`config.mk`:
```
export PLATFORM = sky130hd
export DESIGN_NAME = ofdm_interleaver
export DESIGN_NICKNAME = d
export VERILOG_FILES = /design/src/rtl/wimax_pkg.sv /design/src/rtl/intlv_addr_gen.sv /design/src/rtl/ofdm_interleaver.sv
export SDC_FILE = /design/constraint.sdc
export NUM_CORES = 2
export LEC_CHECK = 0
export CAP_MARGIN = 15
export CORE_UTILIZATION = 40
export CTS_CLUSTER_DIAMETER = 60
export CTS_CLUSTER_SIZE = 28
export DETAILED_ROUTE_END_ITERATION = 7
export MAX_ROUTING_LAYER = met4
export PLACE_DENSITY = 0.57
export SYNTH_ARGS = -nofsm -noshare
export SYNTH_HDL_FRONTEND = slang
export SYNTH_SLANG_ARGS = --single-unit
```
`constraint.sdc`:
```
create_clock -name clk -period 8.55 [get_ports clk]
set_input_delay 1.71 -clock clk [delete_from_list [all_inputs] [get_ports clk]]
set_output_delay 1.71 -clock clk [all_outputs]
set_load 0.02 [all_outputs]
```
`src/rtl/wimax_pkg.sv`:
```
// Shared 802.16 OFDM constants and rate lookups, used by fec, the interleaver
// and the mapper.
//   rate_legal  : rate_id in 0..6
//   rate_ncpc   : coded bits per subcarrier (1,2,4,6); illegal ids map to BPSK
//   ncpc_s      : max(Ncpc/2, 1)
//   ncpc_q      : Ncbps/16 = 12*Ncpc
//   ncpc_ncbps  : coded bits per OFDM symbol = 192*Ncpc
package wimax_pkg;

  localparam int unsigned NCBPS_MAX = 1152;
  localparam int unsigned AW        = 11;
  localparam int unsigned N_DATA_SC = 192;
  localparam int unsigned INTLV_D   = 16;

  localparam logic [3:0] RATE_BPSK_1_2  = 4'd0;
  localparam logic [3:0] RATE_QPSK_1_2  = 4'd1;
  localparam logic [3:0] RATE_QPSK_3_4  = 4'd2;
  localparam logic [3:0] RATE_16QAM_1_2 = 4'd3;
  localparam logic [3:0] RATE_16QAM_3_4 = 4'd4;
  localparam logic [3:0] RATE_64QAM_2_3 = 4'd5;
  localparam logic [3:0] RATE_64QAM_3_4 = 4'd6;

  function automatic logic rate_legal(input logic [3:0] rate_id);
    return rate_id <= RATE_64QAM_3_4;
  endfunction

  function automatic logic [2:0] rate_ncpc(input logic [3:0] rate_id);
    case (rate_id)
      RATE_QPSK_1_2,  RATE_QPSK_3_4:  return 3'd2;
      RATE_16QAM_1_2, RATE_16QAM_3_4: return 3'd4;
      RATE_64QAM_2_3, RATE_64QAM_3_4: return 3'd6;
      default:                        return 3'd1;
    endcase
  endfunction

  function automatic logic [1:0] ncpc_s(input logic [2:0] ncpc);
    case (ncpc)
      3'd4:    return 2'd2;
      3'd6:    return 2'd3;
      default: return 2'd1;
    endcase
  endfunction

  function automatic logic [6:0] ncpc_q(input logic [2:0] ncpc);
    case (ncpc)
      3'd2:    return 7'd24;
      3'd4:    return 7'd48;
      3'd6:    return 7'd72;
      default: return 7'd12;
    endcase
  endfunction

  function automatic logic [AW-1:0] ncpc_ncbps(input logic [2:0] ncpc);
    case (ncpc)
      3'd2:    return AW'(N_DATA_SC * 2);
      3'd4:    return AW'(N_DATA_SC * 4);
      3'd6:    return AW'(N_DATA_SC * 6);
      default: return AW'(N_DATA_SC);
    endcase
  endfunction

endpackage

```
`src/rtl/intlv_addr_gen.sv`:
```
// Write-address generator for the two-permutation interleaver.
// Produces j_k for the current input bit k using only counters/accumulators.
//   clk, reset : clock, async active-high reset
//   start      : this step accepts k=0; ncpc is latched for the block
//   step       : advance to k+1 (wraps to 0 after the last bit)
//   ncpc       : coded bits per subcarrier, used on start
//   addr       : j_k for the current k
//   last       : current k is Ncbps-1
module intlv_addr_gen
  import wimax_pkg::*;
(
  input  logic          clk,
  input  logic          reset,
  input  logic          start,
  input  logic          step,
  input  logic [2:0]    ncpc,
  output logic [AW-1:0] addr,
  output logic          last
);

  logic [6:0]    q, q_cur;
  logic [1:0]    s, s_cur;
  logic [3:0]    r;            // k mod 16
  logic [6:0]    c;            // k div 16
  logic [1:0]    cm;           // c mod s
  logic [1:0]    rm;           // r mod s
  logic [AW-1:0] qr;           // Q*r
  logic [6:0]    sc;           // s*(c div s)
  logic [1:0]    diff;

  // At k=0 every term of addr is zero, so stale q/s from the previous block
  // are harmless until the first step reloads them.
  always_comb begin
    q_cur = start ? ncpc_q(ncpc) : q;
    s_cur = start ? ncpc_s(ncpc) : s;
  end

  assign diff = (cm >= rm) ? (cm - rm) : (cm + s - rm);
  assign addr = qr + AW'(sc) + AW'(diff);
  assign last = (r == 4'(INTLV_D - 1)) && (c == q - 7'd1);

  always_ff @(posedge clk or posedge reset) begin
    if (reset) begin
      q  <= 7'd12;
      s  <= 2'd1;
      r  <= '0;
      c  <= '0;
      cm <= '0;
      rm <= '0;
      qr <= '0;
      sc <= '0;
    end else if (step) begin
      q <= q_cur;
      s <= s_cur;
      if (last) begin
        r  <= '0;
        c  <= '0;
        cm <= '0;
        rm <= '0;
        qr <= '0;
        sc <= '0;
      end else if (r == 4'(INTLV_D - 1)) begin
        r  <= '0;
        rm <= '0;
        qr <= '0;
        c  <= c + 7'd1;
        if (cm == s_cur - 2'd1) begin
          cm <= '0;
          sc <= sc + {5'd0, s_cur};
        end else begin
          cm <= cm + 2'd1;
        end
      end else begin
        r  <= r + 4'd1;
        qr <= qr + AW'(q_cur);
        rm <= (rm == s_cur - 2'd1) ? '0 : rm + 2'd1;
      end
    end
  end

endmodule

```
`src/rtl/ofdm_interleaver.sv`:
```
// 802.16 OFDM bit interleaver with ping-pong bank storage.
// One bank fills in permuted order while the other drains sequentially.
//   clk, reset : clock, async active-high reset
//   rate_id    : rate from fec, sampled on the first bit of each block
//   in_bits/in_valid/in_ready    : coded bit input handshake
//   out_bits/out_valid/out_ready : interleaved bit output handshake
//   rate_err   : sticky, illegal rate_id seen at a block start
module ofdm_interleaver
  import wimax_pkg::*;
(
  input  logic       clk,
  input  logic       reset,
  input  logic [3:0] rate_id,
  input  logic       in_bits,
  input  logic       in_valid,
  output logic       in_ready,
  output logic       out_bits,
  output logic       out_valid,
  input  logic       out_ready,
  output logic       rate_err
);

  logic          mem [0:1][0:NCBPS_MAX-1];
  logic [1:0]    full;
  logic          wr_bank, rd_bank, wr_first;
  logic [AW-1:0] len [0:1];
  logic [AW-1:0] rd_idx;
  logic [AW-1:0] wr_addr;
  logic [2:0]    wr_ncpc;
  logic          wr_fire, wr_start, wr_last;
  logic          rd_issue, rd_last;

  assign in_ready = !full[wr_bank];
  assign wr_fire  = in_valid && in_ready;
  assign wr_start = wr_fire && wr_first;
  assign wr_ncpc  = rate_ncpc(rate_id);

  assign rd_issue = full[rd_bank] && (!out_valid || out_ready);
  assign rd_last  = rd_idx == len[rd_bank] - AW'(1);

  intlv_addr_gen u_addr (
    .clk   (clk),
    .reset (reset),
    .start (wr_start),
    .step  (wr_fire),
    .ncpc  (wr_ncpc),
    .addr  (wr_addr),
    .last  (wr_last)
  );

  always_ff @(posedge clk) begin
    if (wr_fire) mem[wr_bank][wr_addr] <= in_bits;
  end

  // A bank is released once its final bit has moved into the output register:
  // its contents are no longer needed, so the writer can refill it on the very
  // next cycle and continuous input never sees in_ready drop.
  always_ff @(posedge clk or posedge reset) begin
    if (reset) begin
      full      <= '0;
      wr_bank   <= 1'b0;
      rd_bank   <= 1'b0;
      wr_first  <= 1'b1;
      len[0]    <= '0;
      len[1]    <= '0;
      rd_idx    <= '0;
      out_bits  <= 1'b0;
      out_valid <= 1'b0;
      rate_err  <= 1'b0;
    end else begin
      if (wr_fire) begin
        wr_first <= wr_last;
        if (wr_start) begin
          len[wr_bank] <= ncpc_ncbps(wr_ncpc);
          if (!rate_legal(rate_id)) rate_err <= 1'b1;
        end
        if (wr_last) begin
          full[wr_bank] <= 1'b1;
          wr_bank       <= !wr_bank;
        end
      end
      if (rd_issue) begin
        out_bits  <= mem[rd_bank][rd_idx];
        out_valid <= 1'b1;
        if (rd_last) begin
          full[rd_bank] <= 1'b0;
          rd_bank       <= !rd_bank;
          rd_idx        <= '0;
        end else begin
          rd_idx <= rd_idx + AW'(1);
        end
      end else if (out_valid && out_ready) begin
        out_valid <= 1'b0;
      end
    end
  end

endmodule

```
==> metrics.md <==
| Metric | Value |
|---|---|
| Number of hold violations in the final report | 0 |
| Antenna violation net count after detailed routing | 0 |
| Fraction of final layout cells with drive strength greater than 1 | 16.3% |
| Final cycle utilization of the critical path | 79.3% |
| Number of cells produced by synthesis | 7242 |
| Total grt overflow | 0 |
| Setup TNS | 0 ps |
| HPWL reported at the end of detailed placement | 173 mm |
| GR Layer Usage met2 | 39.3% |
| Total wire length | 316 mm |
| Dominant synthesized flop cell | sky130_fd_sc_hd__edfxtp_1 |
| Cell with the biggest individual delay on the critical path | sky130_fd_sc_hd__nand3_2 |
| Largest delay share family, worst path | adder cells |
| Share of flip-flops with an asynchronous set or reset | 2.99% |
| Cell taking the most area after synthesis | sky130_fd_sc_hd__edfxtp_1 |
| Level count of the clock H-tree | 4 |
| CP Capture Type | flop |
| Post-CTS setup buffers | 0 |
| Die outline width | 511 um |
| Main area contributors after synthesis | sky130_fd_sc_hd__edfxtp_1 (67%), sky130_fd_sc_hd__mux4_2 (11%), sky130_fd_sc_hd__nor2_1 (8.6%) |
| Worst EP required | 9080 ps |
| Worst slew margin relative to its limit | 9.52% |
| Wire length of the first global-routing pass | 446 mm |
| Clk root buf | sky130_fd_sc_hd__clkbuf_16 |
| Count of buffers from port buffering | 12 |
| Max Clk Rate | 148 MHz |
| Sequential-to-total area share from yosys stat | 68.5% |
| Top-level I/O count | 13 |
| Avg Synthesized Cell Area | 14.3 um^2 |
| Leak Pwr | 34.8 nW |
| Latest clock arrival within the worst-skew pair | 860 ps |
| Total via count in the routed design | 62800 |
| Number of antenna violations at the first check in global routing | 16 |
| Yosys warning total | 0 |
| Leading cell types in the layout, fill and taps excluded | sky130_fd_sc_hd__nor2_1 (2381), sky130_fd_sc_hd__edfxtp_1 (2304), sky130_fd_sc_hd__mux4_2 (526) |
| Clock transition at the register clock pins on the worst setup and hold paths after CTS | 70 ps |
| Total CTS buffers | 161 |
| Max Buffers Root-to-Sink | 3 |
| Min-Delay Path Class | flop to flop |
| Critical path peak fanout | 33 |
| Sink count of the clock tree | 2375 |
| Type of the worst setup path | flop to flop |
| Element type at the critical path start | flop |
| Initial DRC count | 8937 |
| Floorplan row count | 186 |
| Cell Pwr Density | 261 nW/um^2 |
| Arrival time reported for the critical path endpoint | 7310 ps |
| All-layer global routing usage | 24.5% |
| Proportion of netlist area held by the largest area contributor | 66.8% |
| Mean routed wirelength per cell | 30.1 um |
| Die Height | 511 um |
| Count of final setup violators | 0 |
| Max-capacitance violation count | 0 |
| Maximum vdd drop | 272 uV |
| Number of distinct library cells after synthesis | 73 |
| Count of instances resized after the clock tree is built | 0 |
| Residual DRC count | 0 |
| Routability-driven placement congestion ratio | 0.854 |
| Count of pins over their slew limit | 0 |
| Number of enable flip-flop cells after synthesis | 2304 |
| RSZ-0062 raised after global routing | false |
| Total buffers and inverters traversed by the critical path | 6 |
| Most frequent standard cell in the layout excluding fill and tap cells | sky130_fd_sc_hd__nor2_1 |
| Vias in the first global route | 61600 |
| Area enclosed by the die boundary | 261000 um^2 |
| Global routing usage on met3 | 4.39% |
| Worst clock skew | 37.8 ps |
| GR met1 Demand/Resource | 31.6% |
| Detailed-routing iteration count for the pre-antenna-repair pass | 7 |
| Flop and latch count out of synthesis | 2375 |
| Effective utilization at floorplan | 40.3% |
| Worst setup margin | 1770 ps |
| DP Worst Slack | 1920 ps |
| Final critical delay including setup and external delays | 6780 ps |
| CTS Hold Buffers Added | 0 |
| Area of the core | 257000 um^2 |
| Grt peak-use layer | met2 |
| Post-Synthesis Net Count | 7287 |
| Peak per-stage delay on the critical path | 820 ps |
| Slew @ Worst Pin | 1360 ps |
| Filler cells | 22900 |
| Final Core Density | 44.0% |
| Drt via density | 5.99 |
| Clock tree from TritonCTS | yes |
| Synth-to-layout area growth | 9.16% |
| Area of the mapped netlist | 104000 um^2 |
| Pin count of the biggest net entering global routing | 279 |
| Result of the run | complete, no violations |
| Layout Nets | 6999 |
Yosys cell counts (all sizes together), types with 7 or more instances:
master / n
o2111ai: 8
nand3: 57
nand4: 7
nand2b: 21
a221oi: 38
clkbuf: 466
a211oi: 15
nor4: 15
o31ai: 8
mux2: 16
nand4b: 17
o21ai: 69
a22o: 13
nor2: 2384
a22oi: 65
xor2: 16
edfxtp: 2304
o22ai: 32
ha: 30
o211ai: 7
mux2i: 212
dfrtp: 67
a21o: 9
nor3: 44
o221ai: 34
nand2: 230
xnor2: 36
inv: 42
and2: 20
a31oi: 17
and3: 11
mux4: 526
a21oi: 97
buf: 198
nor2b: 18
a221o: 8
o21a: 8
cells by family (layout without fill, tap and decap cells):
kind of cell / Yosys count / count (layout) / share of synthesized area (%)
adders and majority gates: 36 / 36 / 0.478
buffers and inverters: 706 / 554 / 2.99
muxes: 754 / 754 / 13.7
DFF: 2375 / 2375 / 68.5
xor gates and xnor gates: 52 / 52 / 0.439
and+or+nand+nor: 2848 / 2848 / 10.8
other: 0 / 9 / 0
AOI/OAI and AO/OA: 471 / 471 / 3.14
path summary, 6_finish.rpt:
| kind | startpoint | end | slack [ps] | depth (start not counted) |
|---|---|---|---|---|
| max in group asynchronous | reset | rd_idx[0] | 6350 | 3 |
| min in group asynchronous | reset | rate_err | 1460 | 3 |
| min | rate_err | rate_err | 490 | 1 |
| min reg2reg | rate_err | rate_err | 490 | 1 |
| max reg2reg | u_addr.s[0] | mem[0][104] | 1770 | 25 |
| max | u_addr.s[0] | mem[0][104] | 1770 | 25 |
state kept, by name (all words and copies together), names as in the netlist, 2 cells and up:
name       flops
full           2
u_addr.c       7
u_addr.r       4
rd_idx        11
u_addr.s       2
u_addr.q       7
mem         2304
u_addr.qr     11
u_addr.sc      7
len           10
u_addr.cm      2
u_addr.rm      2
layer usage:
| layer | vias up | share of wire (%) |
|---|---|---|
| met5 | - | 0 |
| met2 | 2919 | 48 |
| met4 | 0 | 3.5 |
| met3 | 534 | 9.0 |
| li1 | 26000 | - |
| met1 | 33300 | 39 |
area by class of cell:
cell class                      instances  area [um^2]  area share, %
Sequential cell                      2375        71000           62.7
Multi-Input combinational cell       4161        30100           26.6
Tap cell                             3384         4230           3.74
Clock buffer                          170         4110           3.63
Timing Repair Buffer                  213         1880           1.66
Clock inverter                        129         1620           1.43
Inverter                               42          163          0.144
Antenna cell                            9         22.5         0.0199
power breakdown:
| part | switching (W) | internal (W) | total (W) |
|---|---|---|---|
| logic | 0.00557 | 0.00223 | 0.00780 |
| registers | 0.000224 | 0.0129 | 0.0131 |
| clock network | 0.00461 | 0.00401 | 0.00861 |
stage by stage:
stage / total power [W] / instance area (um^2) / instances / hold WS [ps]
global route: 0.0302 / 113000 / 10500 / 507
detailed placement: 0.0210 / 107000 / 10200 / 470
CTS: 0.0295 / 113000 / 10500 / 490
global placement: 0.0210 / 107000 / 10200 / 456
floorplan: 0.0172 / 104000 / 7242 / 441
finish: 0.0295 / 113000 / 10500 / 486
No activity file was read; power rests on OpenSTA's default activity.
==> RTL change: new RTL, config.mk and constraints unchanged <==
Change the package constant `AW` from 11 to 9.
--- a/src/rtl/wimax_pkg.sv
+++ b/src/rtl/wimax_pkg.sv
@@ -8,7 +8,7 @@
 package wimax_pkg;
 
   localparam int unsigned NCBPS_MAX = 1152;
-  localparam int unsigned AW        = 11;
+  localparam int unsigned AW        = 9;
   localparam int unsigned N_DATA_SC = 192;
   localparam int unsigned INTLV_D   = 16;
 
Function: not settled (the Yosys comparison gave no result); the edit may change what the design does.
==> RTL change against the original RTL <==
- total power is 55% lower
- cell area is 52% lower
- clock skew is 0.0058 ns higher
- sequential cell count is 1288 lower
- critical endpoint is now mem[0][350]
- utilization is 0.13 points lower
- combinational power is 62% lower
- count of clock-buffer cells in the layout is 75 lower
- largest power group unchanged
- setup slack better by 0.86 ns
- area after synthesis is 52% lower
- wire length is 58% lower
==> RTL change: results (changes against the original RTL) <==
stage	metric	value	unit	change
status	result of the run	complete, no violations		
route	DRT met1 WL	57400	um	-54%
route	Via density	6.05		+1.1%
finish	top flop regs	mem x1024, rd_idx x9, u_addr.qr x9		
sta	hold slack	0.480	ns	-0.00543 ns
finish	Layout Nets	3495		-50%
pwr	VDD IR max	0.407	mV	+49%
place	gp weighted congestion	0.832		-2.5%
clocking	Skew-Pair Late Insertion Delay	0.72	ns	-0.14 ns
route	DRT iter0 DRCs	3276		-63%
grt	largest net degree at the start of global routing	191		-32%
clocking	PostCTS Resize Cnt	0		unchanged
sta	Clock Skew	0.0436	ns	+0.00581 ns
setup_path	Worst Path Max Fanout	87		+160%
logic_synthesis	Seq/Total Area, Yosys	64.5	%	-4.0 points
logic_synthesis	Synth cell types	61		-16%
grt	vias in the first global route	30600		-50%
logic_synthesis	synth cell count leaders	nor3_1, edfxtp_1, mux4_2, nand2_1, clkbuf_1		
place	I/O Buffers	12		unchanged
logic_synthesis	largest cells by area after synthesis	edfxtp_1, nor3_1, mux4_2		
place	DP Area	0.0514	sq mm	-52%
place	dpl cells	4995		-51%
finish	share of cells above drive strength 1	13.6	%	-2.7 points
setup_path	reg2reg end	mem[0][350]		
grt	first-pass GRT wire length	202000	um	-55%
grt	GRT Total Usage	21.6	%	-2.9 points
clocking	Num CTS Buffers	90		-44%
route	met2 routed WL	63200	um	-58%
logic_synthesis	asr flop ratio synth	5.80	%	+2.8 points
place	post-place setup slack	2.74	ns	+0.816 ns
logic_synthesis	mapped cell area	0.0502	sq mm	-52%
logic_synthesis	Syn Nets	3675		-50%
setup_path	R2R depth	21		-16%
setup_path	Critical Path AT	6.29	ns	-1.02 ns
finish	Fillers	11200		-51%
setup_path	worst reg2reg setup slack	2.63	ns	+0.86 ns
route	wire per inst	25.7	um	-15%
pwr	LEAKAGE	15.6	nW	-55%
finish	Antenna Cells	0		-9
grt	M2 GR Usage	33.0	%	-6.2 points
place	post-DP HPWL	78100	um	-55%
clocking	H-tree depth	3		-1
route	WL met3	9270	um	-67%
grt	initial antenna violation count	2		-14
grt	met3 Track Usage GR	3.07	%	-1.3 points
route	DRT Pass-1 Iters	5		-2
logic_synthesis	Mean Syn Cell Area	13.8	sq um	-3.4%
route	Post-Route WL	133000	um	-58%
grt	met1 Resource Use GR	30.5	%	-1.1 points
logic_synthesis	number of synthesized flops with an enable pin	1024		-56%
[RTL change: how the worst max path moves through the flow]
stage	endpoint	startpoint	depth (start not counted)	slack, ns
after floorplan	mem[0][16]	u_addr.s[0]	22	4.17
after global placement	mem[0][335]	u_addr.s[0]	21	2.81
after detailed placement	mem[0][92]	u_addr.s[0]	21	2.74
after CTS	mem[0][110]	u_addr.s[0]	21	2.71
after global routing	mem[0][76]	u_addr.s[0]	21	2.24
final	mem[0][350]	u_addr.s[0]	21	2.63
[RTL change: critical path, stage by stage, from the launching register on]
cell      delay, ns
dfstp_2        0.54
inv_1          0.05
ha_1           0.28
inv_1          0.04
ha_1           0.18
xnor2_1        0.19
nand3b_1       0.10
o21ai_0        0.10
a22oi_1        0.11
fa_1           0.50
ha_1           0.17
inv_1          0.06
fa_1           0.43
inv_1          0.08
a21oi_1        0.06
o21bai_1       0.27
a21oi_1        0.11
o21bai_1       0.24
xor2_1         0.39
nand2_4        0.59
buf_4          0.62
nor3_1         0.33
[RTL change: cell type report]
class	instances	area (sq um)	share of cell area, %
Sequential cell	1087	32300	59.4
Multi-Input combinational cell	2161	16100	29.6
Clock buffer	95	2270	4.17
Tap cell	1637	2050	3.76
Clock inverter	73	802	1.47
Timing Repair Buffer	74	741	1.36
Inverter	36	135	0.248
[RTL change: logic make-up after synthesis]
family,after synthesis,share of synthesized area [%]
simple gates,1457,14.1
xor+xnor,55,0.960
buf+inv,382,3.59
mux,344,12.3
compound gates,269,3.61
fa+ha+maj,36,0.988
flops,1087,64.5
[RTL change: power by group]
| group | switching [mW] | internal [mW] | leakage, nW |
|---|---|---|---|
| registers | 0.0466 | 5.88 | 9.97 |
| logic | 2.59 | 0.408 | 4.18 |
| clock network | 2.24 | 2.10 | 1.48 |
| total | 4.87 | 8.39 | 15.6 |
